--- src/rtl/stmt_lowerer_seq_accum.sv ---
`default_nettype none
// ============================================================================
// Module   : stmt_lowerer_seq_accum
// Purpose  : Registered command executor with an accumulator. It accepts
//            an opcode and data command over a valid/ready handshake and
//            runs LOAD, bit-serial SHL, saturating ADDS or CLR. The result
//            is held until downstream takes it.
// Revision : 1.0 - initial release
// ============================================================================
module stmt_lowerer_seq_accum #(
  parameter int WIDTH = 8,
  parameter int CNT_W = 4
) (
  input  logic             clk,
  input  logic             rst,
  input  logic             in_valid,
  output logic             in_ready,
  input  logic [1:0]       in_op,
  input  logic [WIDTH-1:0] in_data,
  output logic             out_valid,
  input  logic             out_ready,
  output logic [WIDTH-1:0] out_data,
  output logic [1:0]       out_op,
  output logic             out_sat,
  output logic [CNT_W-1:0] op_count
);

  // Opcode encodings as seen on in_op / out_op
  localparam logic [1:0] c_op_load = 2'b00;
  localparam logic [1:0] c_op_shl  = 2'b01;
  localparam logic [1:0] c_op_adds = 2'b10;
  localparam logic [1:0] c_op_clr  = 2'b11;

  localparam logic [CNT_W-1:0] c_cnt_one  = CNT_W'(1);
  localparam logic [WIDTH-1:0] c_all_ones = {WIDTH{1'b1}};
  localparam logic [WIDTH-1:0] c_zero     = {WIDTH{1'b0}};

  typedef enum logic [1:0] {
    ST_IDLE = 2'd0,
    ST_EXEC = 2'd1,
    ST_HOLD = 2'd2
  } state_t;

  state_t           r_state;
  logic [WIDTH-1:0] r_acc;
  logic [WIDTH-1:0] r_out_data;
  logic [2:0]       r_cnt;
  logic [1:0]       r_out_op;
  logic             r_out_sat;
  logic [CNT_W-1:0] r_op_count;
  logic             r_in_ready;
  logic             r_out_valid;

  logic [WIDTH:0]   w_sum;
  logic             w_carry;
  logic [WIDTH-1:0] w_sum_sat;
  logic [WIDTH-1:0] w_acc_shl;
  logic             w_accept;
  logic             w_handoff;
  logic             w_last_shift;

  // The sum is one bit wider than the accumulator so that the top bit flags saturation
  assign w_sum        = {1'b0, r_acc} + {1'b0, in_data};
  assign w_carry      = w_sum[WIDTH];
  assign w_sum_sat    = w_carry ? c_all_ones : w_sum[WIDTH-1:0];
  // One step of the bit-serial shift: zero fill at the bottom, MSB dropped
  assign w_acc_shl    = {r_acc[WIDTH-2:0], 1'b0};
  assign w_accept     = in_valid & r_in_ready;
  assign w_handoff    = r_out_valid & out_ready;
  assign w_last_shift = (r_cnt == 3'd1);

  // Control FSM, accumulator datapath and registered outputs
  always_ff @(posedge clk) begin
    if (rst) begin
      r_state     <= ST_IDLE;
      r_acc       <= c_zero;
      r_cnt       <= 3'd0;
      r_out_data  <= c_zero;
      r_out_op    <= 2'b00;
      r_out_sat   <= 1'b0;
      r_op_count  <= {CNT_W{1'b0}};
      r_in_ready  <= 1'b1;
      r_out_valid <= 1'b0;
    end else begin
      case (r_state)
        ST_IDLE: begin
          if (w_accept) begin
            r_out_op   <= in_op;
            r_out_sat  <= 1'b0;
            r_in_ready <= 1'b0;
            case (in_op)
              c_op_load: begin
                r_acc       <= in_data;
                r_out_data  <= in_data;
                r_state     <= ST_HOLD;
                r_out_valid <= 1'b1;
              end
              c_op_clr: begin
                r_acc       <= c_zero;
                r_out_data  <= c_zero;
                r_state     <= ST_HOLD;
                r_out_valid <= 1'b1;
              end
              c_op_adds: begin
                r_acc       <= w_sum_sat;
                r_out_data  <= w_sum_sat;
                r_out_sat   <= w_carry;
                r_state     <= ST_HOLD;
                r_out_valid <= 1'b1;
              end
              c_op_shl: begin
                r_cnt <= in_data[2:0];
                if (in_data[2:0] == 3'd0) begin
                  // Zero shift: the accumulator is reported as it stands
                  r_out_data  <= r_acc;
                  r_state     <= ST_HOLD;
                  r_out_valid <= 1'b1;
                end else begin
                  r_state <= ST_EXEC;
                end
              end
              default: begin
                r_state <= ST_IDLE;
              end
            endcase
          end
        end

        ST_EXEC: begin
          // One shift per cycle; new commands wait until the result has been handed off
          r_acc <= w_acc_shl;
          r_cnt <= r_cnt - 3'd1;
          if (w_last_shift) begin
            r_out_data  <= w_acc_shl;
            r_state     <= ST_HOLD;
            r_out_valid <= 1'b1;
          end
        end

        ST_HOLD: begin
          if (w_handoff) begin
            r_op_count  <= r_op_count + c_cnt_one;
            r_state     <= ST_IDLE;
            r_out_valid <= 1'b0;
            r_in_ready  <= 1'b1;
          end
        end

        default: begin
          r_state     <= ST_IDLE;
          r_in_ready  <= 1'b1;
          r_out_valid <= 1'b0;
        end
      endcase
    end
  end

  assign in_ready  = r_in_ready;
  assign out_valid = r_out_valid;
  assign out_data  = r_out_data;
  assign out_op    = r_out_op;
  assign out_sat   = r_out_sat;
  assign op_count  = r_op_count;

endmodule
`default_nettype wire

--- config.mk ---
export PLATFORM = sky130hd
export DESIGN_NAME = stmt_lowerer_seq_accum
export DESIGN_NICKNAME = d
export VERILOG_FILES = /design/src/rtl/stmt_lowerer_seq_accum.sv
export SDC_FILE = /design/constraint.sdc
export NUM_CORES = 1
export LEC_CHECK = 0
export ABC_AREA = 1
export ABC_CLOCK_PERIOD_IN_PS = 1690
export BUFFER_PORTS_ARGS = -buffer_cell sky130_fd_sc_hd__buf_4
export CAP_MARGIN = 20
export CELL_PAD_IN_SITES_DETAIL_PLACEMENT = 1
export CELL_PAD_IN_SITES_GLOBAL_PLACEMENT = 1
export CORE_UTILIZATION = 36
export CTS_CLUSTER_DIAMETER = 200
export DETAILED_ROUTE_END_ITERATION = 10
export GPL_TIMING_DRIVEN = 0
export PLACE_DENSITY = 0.78
export SYNTH_ARGS = -nofsm -noshare
export SYNTH_HDL_FRONTEND = slang
export SYNTH_SLANG_ARGS = --single-unit
--- constraint.sdc ---
create_clock -name clk -period 1.69 [get_ports clk]
set_input_delay 0.169 -clock clk [delete_from_list [all_inputs] [get_ports clk]]
set_output_delay 0.169 -clock clk [all_outputs]
set_load 0.005 [all_outputs]
==> metrics, run 1 <==
outcome=finished, violations left; failing checks=negative setup slack; syn avg cell area=6.60 sq um; Port Buffers=30; hold_sp=rst; largest net degree at the start of global routing=11; core region area=5540 sq um; worst-margin pin slew=just under 700 ps; Synth Instances=315; Main synth FF type=dfxtp_1; Post-Syn Nets=345; sequential fraction of the synthesis area=28.9%; hold_ws=about 60 ps; Net Sw Frac=about 47%; Synth Register Bits=30; Die ar.=6080 sq um; Global Route Usage Sum=23.3%; DRC=0; asr flop ratio synth=0%; Min-Delay Path Class=in -> reg; Worst Path Required=around 1900 ps; max_slew headroom=53.9%; switching power=0.00196 W; post-DP HPWL=4820 um; antenna violations before repair=0; top cells by area, synth=dfxtp_1, nand2_1, ha_1, a21oi_1, inv_1; # hold bufs at CTS=0; initial core utilization=37.5%; Max Cap Violations=0; CP Class=reg -> reg; TNS Setup=-2360 ps; critical path's largest stage delay=approximately 350 ps; nets=389; Top-Level Pins=31; FP Rows=27; min Tclk post-route=1880 ps; Synth top cells by count=nand2_1, a21oi_1, inv_1; internal power=about 0.0022 W; Max Clock Skew=4.18 ps; vias=2227; fill count=741; Post-DRT Antenna Nets=0; WP data arrival=just over 2000 ps; vias in the first global route=2257; Final Max Tran Viols=0; die height=78.0 um; Die Wd=a little under 80 um; Setup crit start kind=register; Setup crit start=r_acc[0]; Power Dens Cells=1570 nW/um^2; period utilization=111%; leak pwr=approximately 1.3 nW; Flop pwr share=27.4%; Syn Std Cell Area=a little over 2000 sq um; CTS tree=built; ANT cells=0; layout overhead on the synthesized area=28.7%; share of cells above drive strength 1=27.2%; Layout Utilization=48.3%; area leader, netlist=dfxtp_1; GP Congestion=0.846; Pre-antenna DRT Iters=4; most common cell in the netlist=nand2_1; R2R Path Start=r_acc[0]; Worst-path clk slew=70 ps; DR vias/cell=5.16; final hold vios=0; Comb power frac=55.8%; Critical-path top delay cell=dfxtp_4; Netlist cell types=34; cts bufs inserted=5; first-pass GRT wire length=10800 um; placed cells=between 400 and 500; CP Capture Type=register; DRT iter0 DRCs=81; H-tree depth=2; Yosys top cell area share=about 29%; clock sinks=30; clk_lat worst skew=290 ps; CTS Buffer Depth=2; Post-synth EDFFs=0; Peak VDD IR=656 uV; CTS Root Cell=clkbuf_8; Clk pwr share=between 10% and 20%; worst setup margin=-189 ps; Fmax=532 MHz; non-filler cells, final=432; Crit Path Max Fanout=8; setup repair after global routing missed its margin=true; drt wl/cell=approximately 15 um; CP Cell Sequence=ha_4, fa_2, nand2_2, nand2_2, nand2_2, nor2_4, o21ai_4, buf_6, nand3_2, nand3_2, a21oi_2; GRT overflow=0; drt total wl=6540 um; Yosys warning count=0; Setup violations, final=17; cell repeated most along the worst path=nand2_2
==> state kept, by name, summed over array words and instances (netlist names) <==
signal,cells
out_data,8
r_acc,8
op_count,4
r_cnt,3
out_op,2
r_state,2
in_ready,1
out_sat,1
out_valid,1
==> power groups by stage <==
stage          Clock, W  Combinational, W  Sequential (W)
2_1_floorplan         0           0.00148         0.00111
3_3_place_gp          0           0.00205         0.00115
3_5_place_dp          0           0.00212         0.00115
4_1_cts        0.000706           0.00221         0.00114
5_1_grt        0.000753           0.00261         0.00117
6_report       0.000709           0.00234         0.00115
==> routing by layer <==
metal  vias to the layer above  global-route usage, %  wire length, um
met3                         6                   5.06              208
li1                       1122                      -                -
met1                      1060                   29.6             3120
met5                         -                      0                0
met2                        39                   39.5             3140
met4                         0                   6.85               72
==> kinds of logic after synthesis <==
logic type | after synthesis | share of synthesized area [%]
buffers and inverters | 47 | 9.09
flip-flops | 30 | 28.9
XOR/XNOR | 1 | 0.422
adder cells (fa/ha/maj) | 16 | 9.99
AND/OR/NAND/NOR | 143 | 30.6
AO/OA/AOI/OAI | 78 | 21.0
==> critical path, delay by kind of cell (launching register included) <==
family,cells,cell delay [ps]
AO/OA/AOI/OAI,2,310
AND/OR/NAND/NOR,6,420
flip-flops,1,350
adder cells (fa/ha/maj),2,510
buffers and inverters,1,150
==> path summary, 6_finish.rpt <==
kind	end	slack (ps)	cells past startpoint
worst min-delay path	op_count[3]	60	2
worst max-delay path	out_data[0]	-190	11
worst max register to register	out_data[0]	-190	11
worst min register to register	op_count[2]	490	2
==> final cells by class <==
cell class,instances,area [sq um],area share (%)
plain buffers,7,31.3,1.17
clock buffers,8,110,4.12
inverters,40,158,5.89
multi-input cells,238,1400,52.2
flip-flops and latches,30,607,22.7
well taps,72,90.1,3.37
repair buffers,37,282,10.5
==> metrics by stage <==
| step | total power [W] | instance area, sq um | setup WS [ps] |
|---|---|---|---|
| 3_3_place_gp | 0.00320 | 2400 | -263 |
| 6_report | 0.00420 | 2680 | -189 |
| 2_1_floorplan | 0.00260 | 2090 | -9.60 |
| 4_1_cts | 0.00405 | 2580 | -190 |
| 3_5_place_dp | 0.00328 | 2400 | -299 |
| 5_1_grt | 0.00454 | 2680 | -266 |
==> cells in the final DEF, fill, tap and decap left out, drive strengths merged <==
cell type	n
buf	42
ha	15
fa	1
a31oi	4
o2bb2ai	1
nand2	85
nand3b	2
dfxtp	30
nand3	17
inv	40
nor3	5
o21ai	32
xor2	1
a21o	1
o21a	1
and3	1
nor2	31
a21oi	36
o211ai	3
or2	2
clkbuf	10
==> what timing repair did <==
| item | CTS | global route |
|---|---|---|
| setup buffers | 5 | 2 |
| endpoints found under the setup margin | 17 | 17 |
| resized for setup | 8 | 22 |
| pin swaps | 7 | 8 |
(Power assumes the default switching activity.)
==> run 2, diff against run 1 <==
- CELL_PAD_IN_SITES_DETAIL_PLACEMENT: 1 -> unset
- CELL_PAD_IN_SITES_GLOBAL_PLACEMENT: 1 -> unset
- CORE_UTILIZATION: 36 -> 45
- PLACE_DENSITY: 0.78 -> 0.71
- SLEW_MARGIN: unset -> 40
==> metrics, run 2 (synthesis gave the netlist of run 1 again) <==
vias in the first global route=1998 (was 2257); internal power=0.00221 W (was 0.00224 W); WP data arrival=1960 ps (was 2050 ps); die height=70.0 um (was 78.0 um); Min-Delay Path Class=in -> reg (unchanged); worst setup margin=-97.2 ps (was -189 ps); commonest cells after routing, fill and taps aside=nand2_1, buf_4, inv_1, a21oi_1, dfxtp_1 (was nand2_1, buf_4, inv_1); pre-CTS WS=-218 ps (was -299 ps); max_slew headroom=64.3% (was 53.9%); DR vias/cell=5.31 (was 5.16); Worst Path Required=1860 ps (about the same); failing checks=negative setup slack (unchanged); antenna violations before repair=0 (unchanged); # hold bufs at CTS=0 (unchanged); leak pwr=1.27 nW (about the same); FP Rows=24 (was 27); CTS Root Cell=clkbuf_8 (unchanged); switching power=0.00186 W (was 0.00196 W); largest net degree at the start of global routing=12 (was 11); Max Cap Violations=0 (unchanged); CP Capture Type=register (unchanged); hold_sp=rst (unchanged); setup repair after global routing missed its margin=true (unchanged); core region area=4380 sq um (was 5540 sq um); R2R Path Start=r_acc[0] (unchanged); DRT iter0 DRCs=159 (was 81); Power Dens Cells=1550 nW/um^2 (was 1570 nW/um^2); Comb power frac=55.0% (was 55.8%); Setup violations, final=17 (unchanged); Worst R2R End=out_data[2] (was out_data[0]); Final Max Tran Viols=0 (unchanged); Hold EP=op_count[3] (unchanged); Peak VDD IR=799 uV (was 656 uV); first-pass GRT wire length=8980 um (was 10800 um); Pre-antenna DRT Iters=5 (was 4); ANT cells=0 (unchanged); Max Clock Skew=4.44 ps (was 4.18 ps); placed cells=397 (was 417); share of cells above drive strength 1=24.7% (was 27.2%); nets=390 (was 389); clock sinks=30 (unchanged); Reg2Reg Setup Slack=-100 ps (was -190 ps); Crit Path Max Fanout=5 (was 8); post-DP HPWL=3890 um (was 4820 um); Clk pwr share=17.1% (was 16.9%); vias=2192 (was 2227); final hold vios=0 (unchanged); Port Buffers=30 (unchanged); Fmax=560 MHz (was 532 MHz); CTS tree=built (unchanged); Worst-path clk slew=70 ps (about the same); Global Route Usage Sum=22.8% (was 23.3%); drt wl/cell=13.4 um (was 15.1 um); Top-Level Pins=31 (unchanged); non-filler cells, final=413 (was 432); drt total wl=5540 um (was 6540 um); Flop pwr share=28.0% (was 27.4%); layout overhead on the synthesized area=26.4% (was 28.7%); initial core utilization=47.4% (was 37.5%); period utilization=106% (was 111%); outcome=finished, violations left (unchanged); Setup crit start kind=register (unchanged); DRC=0 (unchanged); min Tclk post-route=1790 ps (was 1880 ps); GRT overflow=0 (unchanged); cts bufs inserted=5 (unchanged); Post-DRT Antenna Nets=0 (unchanged); worst reg2reg path depth=10 (was 11); Die Wd=70.0 um (was 78.0 um); GP Congestion=0.849 (was 0.846); CTS Buffer Depth=2 (unchanged); Worst Hold Depth=2 (unchanged); H-tree depth=2 (unchanged); CP Class=reg -> reg (unchanged); worst-margin pin slew=532 ps (was 686 ps); clk_lat worst skew=280 ps (was 290 ps); Net Sw Frac=45.6% (was 46.7%); Die ar.=4890 sq um (was 6080 sq um); commonest non-fill, non-tap cell in the layout=nand2_1 (unchanged)
-- run 2: changes by cell type in the layout (fill, tap and decap cells not counted) --
| cell | before | now |
|---|---|---|
| nand2_1 | 71 | 73 |
| nand2_2 | 12 | 9 |
| a21oi_2 | 7 | 1 |
| buf_6 | 1 | 0 |
| buf_4 | 36 | 37 |
| nand2_4 | 2 | 3 |
| a21oi_1 | 29 | 35 |
| dfxtp_1 | 27 | 28 |
| o21ai_1 | 3 | 4 |
| dfxtp_2 | 2 | 1 |
-- run 2: power by group through the flow --
stage	Combinational (W)	Clock, W	Sequential (W)
6_report	0.00224	0.000694	0.00114
5_1_grt	0.00250	0.000723	0.00117
4_1_cts	0.00217	0.000696	0.00113
3_5_place_dp	0.00202	0	0.00114
3_3_place_gp	0.00200	0	0.00114
2_1_floorplan	0.00148	0	0.00111
-- run 2: worst max path at each step --
stage	startpoint	to
after floorplan	r_acc[0]	out_data[1]
after global placement	r_acc[0]	out_data[1]
after detailed placement	r_acc[0]	out_data[1]
after CTS	r_acc[0]	out_data[2]
after global routing	r_acc[0]	r_acc[6]
final	r_acc[0]	out_data[2]
-- run 2: worst max-delay path, cell delays in order, from the launching register on --
cell	delay, ps
dfxtp_4	350
ha_4	160
fa_2	340
nand2_2	90
nand2_2	80
nand2_4	80
nor2_4	50
o21ai_4	200
o21ai_2	90
o21ai_1	170
a21oi_1	80
-- run 2: timing repair --
item                                    4_1_cts  5_1_grt
gates resized for setup                      14        6
endpoints found under the setup margin       17       17
setup buffers                                 5        2
pin swaps                                     3        3
gates cloned                                  1        0
-- run 2: layout make-up --
class                   count  area (sq um)
fillers                   439          1760
multi-input cells         239          1380
flip-flops and latches     30           606
repair buffers             37           278
inverters                  40           158
clock buffers               8           110
well taps                  52          65.1
plain buffers               7          31.3
-- run 2: per-layer routing --
| metal | share of wire, % | GRT usage [%] | vias to the layer above |
|---|---|---|---|
| li1 | - | - | 1125 |
| met1 | 46 | 30.4 | 989 |
| met2 | 47 | 36.4 | 68 |
| met3 | 5.9 | 4.76 | 10 |
| met4 | 1.4 | 7.56 | 0 |
| met5 | 0 | 0 | - |
-- run 2: per-stage QoR --
stage	hold WS [ps]	area (sq um)	util, %	power [W]	setup TNS (ps)
detailed placement	374	2380	54.3	0.00316	-2660
finish	73.3	2630	59.9	0.00407	-852
global route	69.9	2630	59.9	0.00439	-2230
CTS	73.7	2590	59.1	0.00400	-505
floorplan	246	2090	-	0.00260	-9.60
global placement	367	2380	54.3	0.00314	-2600
==> run 3, diff against run 2 <==
- RECOVER_POWER: unset -> 100
==> metrics, run 3 (synthesis gave the netlist of run 1 again) <==
outcome=finished, violations left (unchanged); failing checks=negative setup slack (unchanged); max_slew headroom=60.4% (was 64.3%); # hold bufs at CTS=0 (unchanged); DRT iter0 DRCs=136 (was 159); DRC=0 (unchanged); Max Clock Skew=7.28 ps (was 4.44 ps); Max Cap Violations=0 (unchanged); core region area=4380 sq um (unchanged); CTS Root Cell=clkbuf_8 (unchanged); non-filler cells, final=413 (unchanged); ANT cells=0 (unchanged); Layout Utilization=59.5% (was 59.9%); vias=2179 (was 2192); die height=70.0 um (unchanged); GRT overflow=0 (unchanged); CP Class=reg -> reg (unchanged); vias in the first global route=1998 (unchanged); drt total wl=5470 um (was 5540 um); CTS tree=built (unchanged); Fmax=558 MHz (was 560 MHz); drt wl/cell=13.3 um (was 13.4 um); DR vias/cell=5.28 (was 5.31); Global Route Usage Sum=22.8% (unchanged); worst setup margin=-104 ps (was -97.2 ps); Worst-path clk slew=60 ps (was 70 ps); Peak VDD IR=808 uV (was 799 uV); H-tree depth=2 (unchanged); cts bufs inserted=5 (unchanged); worst-margin pin slew=589 ps (was 532 ps); Post-DRT Antenna Nets=0 (unchanged); Final Max Tran Viols=0 (unchanged); Critical-path top delay cell=dfxtp_4 (unchanged); post-DP HPWL=3890 um (unchanged); Setup crit start kind=register (unchanged); first-pass GRT wire length=8980 um (unchanged); hold_ws=74.2 ps (was 73.3 ps); critical path's largest stage delay=350 ps (about the same); CP Capture Type=register (unchanged); Pre-antenna DRT Iters=6 (was 5); commonest non-fill, non-tap cell in the layout=nand2_1 (unchanged); nets=390 (unchanged); Worst Path Required=1860 ps (about the same); clock sinks=30 (unchanged); initial core utilization=47.4% (unchanged); Die Wd=70.0 um (unchanged); Die ar.=4890 sq um (unchanged); Power Dens Cells=1540 nW/um^2 (was 1550 nW/um^2); FP Rows=24 (unchanged); CP Cell Sequence=ha_4, fa_2, nand2_2, nand2_2, nand2_4, nor2_4, o21ai_4, o21ai_2, o21ai_1, a21oi_1 (unchanged); leak pwr=1.25 nW (was 1.27 nW); Port Buffers=30 (unchanged); Storage cell area=606 sq um (unchanged); Setup violations, final=17 (unchanged); Top-Level Pins=31 (unchanged); largest net degree at the start of global routing=12 (unchanged); final hold vios=0 (unchanged); share of cells above drive strength 1=23.0% (was 24.7%); WP data arrival=1960 ps (about the same); period utilization=106% (about the same); placed cells=397 (unchanged); fill count=443 (was 439); antenna violations before repair=0 (unchanged); setup repair after global routing missed its margin=true (unchanged); clk_lat worst skew=280 ps (about the same); layout overhead on the synthesized area=25.5% (was 26.4%); Crit Path Max Fanout=5 (unchanged); CTS Buffer Depth=2 (unchanged); Min-Delay Path Class=in -> reg (unchanged); GP Congestion=0.849 (unchanged); cell repeated most along the worst path=nand2_2 (unchanged); commonest cells after routing, fill and taps aside=nand2_1, inv_1, a21oi_1 (was nand2_1, buf_4, inv_1, a21oi_1, dfxtp_1); Multi-input gate area=1360 sq um (was 1380 sq um); min Tclk post-route=1790 ps (about the same)
-- run 3: layer usage --
metal	share of wire, %	GRT usage, %	vias up
met5	0	0	-
met4	1.2	7.56	0
met3	6.0	4.76	11
met2	47	36.4	68
met1	46	30.4	974
li1	-	-	1126
-- run 3: metrics by stage --
| stage | worst slack, ps | total power (W) | cell area [sq um] | setup TNS, ps |
|---|---|---|---|---|
| 6_report | -104 | 0.00401 | 2610 | -747 |
| 5_1_grt | -180 | 0.00434 | 2610 | -2230 |
| 4_1_cts | -95.3 | 0.00400 | 2590 | -505 |
| 3_5_place_dp | -218 | 0.00316 | 2380 | -2660 |
| 3_3_place_gp | -214 | 0.00314 | 2380 | -2600 |
| 2_1_floorplan | -9.60 | 0.00260 | 2090 | -9.60 |
-- run 3: cell type report --
class | count | share of cell area, %
multi-input cells | 239 | 52.2
well taps | 52 | 2.50
repair buffers | 37 | 10.7
clock buffers | 8 | 4.22
plain buffers | 7 | 1.15
flip-flops and latches | 30 | 23.2
inverters | 40 | 6.05
-- run 3: final timing paths --
kind,from,end,slack (ps),depth (start not counted)
worst min register to register,op_count[2],op_count[2],470,2
worst min-delay path,rst,op_count[3],70,2
worst max register to register,r_acc[0],out_data[2],-100,10
worst max-delay path,r_acc[0],out_data[2],-100,10
-- run 3: worst max-delay path: cells and delay by family, from the launching register on --
kind / cells / cell delay, ps
AOI/OAI and AO/OA: 4 / 540
and+or+nand+nor: 4 / 300
adders and majority gates: 2 / 500
DFF: 1 / 350
-- run 3: report_power, final --
part           switching, W  leakage, nW  total [W]  internal (W)
clock network      0.000284       0.0575   0.000695      0.000411
registers          0.000184        0.248    0.00113      0.000943
logic               0.00136        0.950    0.00219      0.000831
-- run 3: timing repair --
item                       in CTS  in global routing
setup buffers                   5                  2
cloned                          1                  0
setup endpoints to repair      17                 17
pin swaps                       3                  3
gates resized for setup        14                  6
